**config.mk**
```make
export PLATFORM = sky130hd
export DESIGN_NAME = serial_subtractor
export DESIGN_NICKNAME = d
export VERILOG_FILES = /design/src/rtl/serial_subtractor.sv
export SDC_FILE = /design/constraint.sdc
export NUM_CORES = 1
export LEC_CHECK = 0
export BUFFER_PORTS_ARGS = -buffer_cell sky130_fd_sc_hd__buf_2
export CAP_MARGIN = 5
export CORE_MARGIN = 2
export CORE_UTILIZATION = 30
export DETAILED_ROUTE_END_ITERATION = 10
export RECOVER_POWER = 25
export SYNTH_ARGS = -nofsm -noshare
export SYNTH_HDL_FRONTEND = slang
export SYNTH_SLANG_ARGS = --single-unit
```
**constraint.sdc**
```tcl
create_clock -name clk -period 2.6 [get_ports clk]
set_input_delay 0.26 -clock clk [delete_from_list [all_inputs] [get_ports clk]]
set_output_delay 0.26 -clock clk [all_outputs]
set_load 0.02 [all_outputs]
```
**src/rtl/serial_subtractor.sv**
```systemverilog
// Bit-serial unsigned subtractor: one full-subtractor step per clock, LSB first.
// A result a - b (mod 2^WIDTH) plus final borrow appears WIDTH cycles after start.
module serial_subtractor #(
  parameter int WIDTH = 8
) (
  input  logic             clk,
  input  logic             rst_n,
  input  logic             start,
  input  logic [WIDTH-1:0] a,
  input  logic [WIDTH-1:0] b,
  output logic             busy,
  output logic             done,
  output logic [WIDTH-1:0] diff,
  output logic             borrow
);

  localparam int CNT_W = (WIDTH > 2) ? $clog2(WIDTH) : 1;

  typedef enum logic {
    IDLE = 1'b0,
    RUN  = 1'b1
  } state_t;

  state_t             state_q, state_d;
  logic [WIDTH-1:0]   a_sh_q, a_sh_d;
  logic [WIDTH-1:0]   b_sh_q, b_sh_d;
  logic [WIDTH-1:0]   res_sh_q, res_sh_d;
  logic [CNT_W-1:0]   cnt_q, cnt_d;
  logic               bq_q, bq_d;
  logic               done_q, done_d;
  logic [WIDTH-1:0]   diff_q, diff_d;
  logic               borrow_q, borrow_d;

  // Full subtractor: two half subtractors chained, borrows ORed.
  logic a_bit, b_bit, hd1, hb1, hb2, d_bit, bq_next;
  logic last_bit;

  always_comb begin
    a_bit    = a_sh_q[0];
    b_bit    = b_sh_q[0];
    hd1      = a_bit ^ b_bit;
    hb1      = ~a_bit & b_bit;
    d_bit    = hd1 ^ bq_q;
    hb2      = ~hd1 & bq_q;
    bq_next  = hb1 | hb2;
    last_bit = (cnt_q == CNT_W'(WIDTH - 1));
  end

  always_comb begin
    state_d  = state_q;
    a_sh_d   = a_sh_q;
    b_sh_d   = b_sh_q;
    res_sh_d = res_sh_q;
    cnt_d    = cnt_q;
    bq_d     = bq_q;
    done_d   = 1'b0;
    diff_d   = diff_q;
    borrow_d = borrow_q;
    case (state_q)
      IDLE: begin
        if (start) begin
          a_sh_d   = a;
          b_sh_d   = b;
          res_sh_d = '0;
          cnt_d    = '0;
          bq_d     = 1'b0;
          state_d  = RUN;
        end
      end
      RUN: begin
        a_sh_d   = a_sh_q >> 1;
        b_sh_d   = b_sh_q >> 1;
        // Result fills from the MSB end so bit 0 lands in place after WIDTH shifts.
        res_sh_d = {d_bit, res_sh_q[WIDTH-1:1]};
        cnt_d    = cnt_q + 1'b1;
        bq_d     = bq_next;
        if (last_bit) begin
          diff_d   = {d_bit, res_sh_q[WIDTH-1:1]};
          borrow_d = bq_next;
          done_d   = 1'b1;
          state_d  = IDLE;
        end
      end
      default: state_d = IDLE;
    endcase
  end

  always_ff @(posedge clk or negedge rst_n) begin
    if (!rst_n) begin
      state_q  <= IDLE;
      a_sh_q   <= '0;
      b_sh_q   <= '0;
      res_sh_q <= '0;
      cnt_q    <= '0;
      bq_q     <= 1'b0;
      done_q   <= 1'b0;
      diff_q   <= '0;
      borrow_q <= 1'b0;
    end else begin
      state_q  <= state_d;
      a_sh_q   <= a_sh_d;
      b_sh_q   <= b_sh_d;
      res_sh_q <= res_sh_d;
      cnt_q    <= cnt_d;
      bq_q     <= bq_d;
      done_q   <= done_d;
      diff_q   <= diff_d;
      borrow_q <= borrow_d;
    end
  end

  assign busy   = (state_q == RUN);
  assign done   = done_q;
  assign diff   = diff_q;
  assign borrow = borrow_q;

endmodule

```
Yosys cells after proc, flatten, opt, wreduce, memory -nomap -nowiden
Cells that the tools add are included.
- ROM bits: 0
- bits in latches: 0
- flip-flop bits (word level): 39
- input port bits: 19
- RAM bits: 0
- memories kept: 0
- output and inout bits: 11
- bitwise operators: 8
- multipliers: 0
- mux-type cells: 15
- shift-type cells: 0
- eq/ne operators: 2
- reductions and logical operators: 1
- $lt $le $gt $ge: 0
- add/sub/neg operators: 1
- div/mod/pow operators: 0
- operator list (kind ; count):
    8-bit case mux with 2 select lines ; 3
    8-bit 2-to-1 mux ; 3
    3-bit case mux with 2 select lines ; 1
    1-bit 2-to-1 mux ; 5
    1-bit case mux with 2 select lines ; 2
    3-bit by 1-bit adder with 3-bit output (second input constant) ; 1
    3-bit equality test (second input constant) ; 1
    3-bit 2-to-1 mux ; 1
    1-bit inverter ; 3
    1-bit AND ; 2
    2-bit != test (second input constant) ; 1
    2-bit AND reduction ; 1
    1-bit bitwise XOR ; 2
    1-bit bitwise OR ; 1

Longest topological paths before layout
- depth in word-level cells: 5
- depth in mapped cells: 4

Worst setup path after synthesis
OpenSTA, ideal clock, no wires.
- path kind: register -> register
- start: register cnt_q[0]
- end: register borrow_q (netlist: borrow)
- data required time: 2.475 ns
- arrival: 1.263 ns
- cell stages (with the launch flop): 5
- setup slack: 1.212 ns
- path buffers: 0
- cell sequence: dfrtp_1 ha_1 ha_1 nand2_2 mux2_2
- cells in the longest elaborated chain, start to end: 2
- ends and longest elaborated chain (what ; line ; text):
    start, declared ; 28 ; logic [CNT_W-1:0] cnt_q, cnt_d;
    start signal, assigned ; 104 ; cnt_q <= cnt_d;
    3-bit equality test ; 46 ; last_bit = (cnt_q == CNT_W'(WIDTH - 1));
    2-bit AND reduction (no line) ; n/a ;
    end signal, assigned ; 108 ; borrow_q <= borrow_d;
    end, declared ; 32 ; logic borrow_q, borrow_d;
No other way between the ends.
A chain may end at the register's enable or synchronous reset.

Worst setup path in the final report
- start: register cnt_q[0]
- end: register diff_q[2] (netlist: diff[2])
- cells in the longest elaborated chain, start to end: 2
- ends and longest elaborated chain (what ; line ; text):
    3-bit equality test ; 46 ;
    2-bit AND reduction (no line) ; n/a ;
    end signal, assigned ; 107 ; diff_q <= diff_d;
    end, declared ; 31 ; logic [WIDTH-1:0] diff_q, diff_d;
No other way between the ends.

==> flow_summary.toml <==
[yosys]
ys_async_sr_fraction_pct = 100.0
synth-seq-cells = 38
synth_area_um2 = 1620
yosysSeqAreaShare_pct = 58.69
synth_top_area_share_pct = 58.69
synth_top_area_cell = "dfrtp_1"
synth_nets = 158
synth-main-ff-cell = "dfrtp_1"
yosys.cell_count.top_type = "dfrtp_1"
synth_commonest_cells = "dfrtp_1, nand2_1, mux2i_1, o21ai_0, mux2_2"
synth-edff-count = 0
yosysUniqueCellTypes = 17
synthTopCellsByArea = "dfrtp_1, mux2i_1, mux2_2"
synth.avg_cell_area_um2 = 11.91
yosys_warnings = 0
syn_inst = 136

[sta]
period_share_pct = 57.21
min_period_ns = 1.487
finalWorstSetupSlack_ns = 1.113
drv_slew = 0
final-hold-violation-count = 0
grt_setup_unrepaired = "no"
finalSetupViolations = 0
finalClockSkew_ns = 0.005305
slew_headroom_pct = 44.10
tightest_slew_ns = 0.8385
setup-tns-final_ns = 0
fmax_mhz = 672.3

[worst_setup_path]
crit_top_cell = "ha_1"
critPathMaxFanout = 10
ff2ff_path_depth = 4
cp_top_family = "flip-flops"
worst-path-buf-inv = 0
critPathMaxStageDelay_ns = 0.40
crit_type = "register to register"
cp_cell_sequence = "ha_1, ha_1, nand2_2, mux2_2"
critPathSlowestCell = "dfrtp_1"
cp_data_arrival_time_ns = 1.65
cp.depth = 4
start_kind = "register"
cp-end-kind = "register"
crit_required_ns = 2.77

[cts]
postCtsHoldBufs = 0
cts_buffers = 5
cts_resized = 0
root_buffer = "clkbuf_8"
cts_setup_buffers = 0
path_clk_slew_ns = 0.07
clk_latency_ns = 0.28
cts_max_level = 2
cts.sinks = 38
cts_tree = "done"
cts.path.max_buffers = 2

[finish]
final_cells = 236
n_fill_cell = 502
post-route-cell-area_um2 = 1892
antenna_cells = 0
fin_util_pct = 36.57
syn2layout_area_growth_pct = 16.76
final_nets = 188
layout-drive-gt1-share_pct = 27.71

[place]
pre_cts_ws_ns = 1.104
dp_hpwl_um = 1857
gp_congestion = 0.6898
dp_cells = 229
io_buffers = 29
post_dp_cell_area_um2 = 1815

[route]
viasPerCell = 4.419
dr_wl_met2_um = 1172
m1WireLength_um = 1381
remaining_drc_errors = 0
wl_per_cell_um = 11.69
top_layer_used = "met4"
dr.pass1.iters = 4
dr_total_vias = 1043
drt-initial-drc-count = 33
ant_nets = 0
wl_met3_um = 174
routed_wl_um = 2759

[global_route]
grt_pass1_vias = 1072
groute.usage.overall_pct = 10.33
antenna_found_initial = 0
grt_overflow_total = 0
grt_max_degree = 39
grt_pass1_wl_um = 4968

[floorplan]
initial_core_util_pct = 31.33
core_um2 = 5172
die_x_um = 77.49
dieArea_um2 = 6005
ioPinCount = 30
die_h_um = 77.49
num_rows = 26

[status]
status = "complete, no violations"

[power]
ir_worst_vdd_mv = 0.3954
p_leak_nw = 0.9495
power.density_nw_per_um2 = 1113

[min_path]
min_path_type = "primary input to async pin"

[job]
cap_violations = 0
registers in the layout, summed over array words and instances (netlist names):
register	flops
b_sh_q	8
done	1
res_sh_q	7
busy	1
diff	8
borrow	1
bq_q	1
cnt_q	3
a_sh_q	8
cell families after synthesis:
group                    Yosys count  synth area share [%]
adder cells (fa/ha/maj)            3                 2.780
flip-flops                        38                 58.69
multiplexers                      27                 17.37
buffers and inverters             13                 4.401
AO/OA/AOI/OAI                     24                 8.340
AND/OR/NAND/NOR                   31                 8.417
cell usage in the layout (no fill, tap or decap), drive strengths merged:
cell type	count
mux2	9
clkbuf	7
mux2i	18
inv	5
ha	2
fa	1
buf	31
dfrtp	38
nand2b	7
o21ai	20
nand2	21
nor2	3
a22o	4
metal layers:
metal | vias to the layer above | track usage (%)
met5 | - | 0
met4 | 0 | 3.214
met3 | 6 | 3.953
met2 | 28 | 15.65
met1 | 494 | 13.67
li1 | 515 | -
metrics by stage:
stage	hold slack [ns]	total power, mW
5_1_grt	0.1653	2.286
6_report	0.07953	2.105
2_1_floorplan	-0.03559	1.551
3_3_place_gp	0.4213	1.744
3_5_place_dp	0.4282	1.767
4_1_cts	0.1186	2.152
worst register-to-register path: stages, from the launching register on:
cell and delay (ns):
dfrtp_1 0.40, ha_1 0.20, ha_1 0.20, nand2_2 0.22
mux2_2 0.37
report_power, final:
| part | leakage [nW] | internal (mW) | switching, mW | total [mW] |
|---|---|---|---|---|
| Sequential | 0.488 | 0.841 | 0.159 | 1.00 |
| Combinational | 0.423 | 0.345 | 0.388 | 0.733 |
| Clock | 0.0383 | 0.184 | 0.187 | 0.371 |
final timing paths:
kind                       startpoint   endpoint  slack (ns)
max in group asynchronous       rst_n  b_sh_q[2]        1.99
min in group clk                 b[7]  b_sh_q[7]        0.22
setup reg to reg             cnt_q[0]    diff[2]        1.11
hold reg to reg             a_sh_q[1]  a_sh_q[0]        0.48
hold / removal                  rst_n    diff[6]        0.08
setup / recovery             cnt_q[0]    diff[2]        1.11
cell type report:
type	count	area, um2	area share, %
Inverter	5	18.77	0.9921
Tap cell	70	87.58	4.630
Sequential cell	38	950.9	50.26
Timing Repair Buffer	31	160.2	8.466
Clock buffer	7	76.32	4.034
Multi-Input combinational cell	85	598.1	31.61
Note: power is estimated with default switching activity, not from simulation.
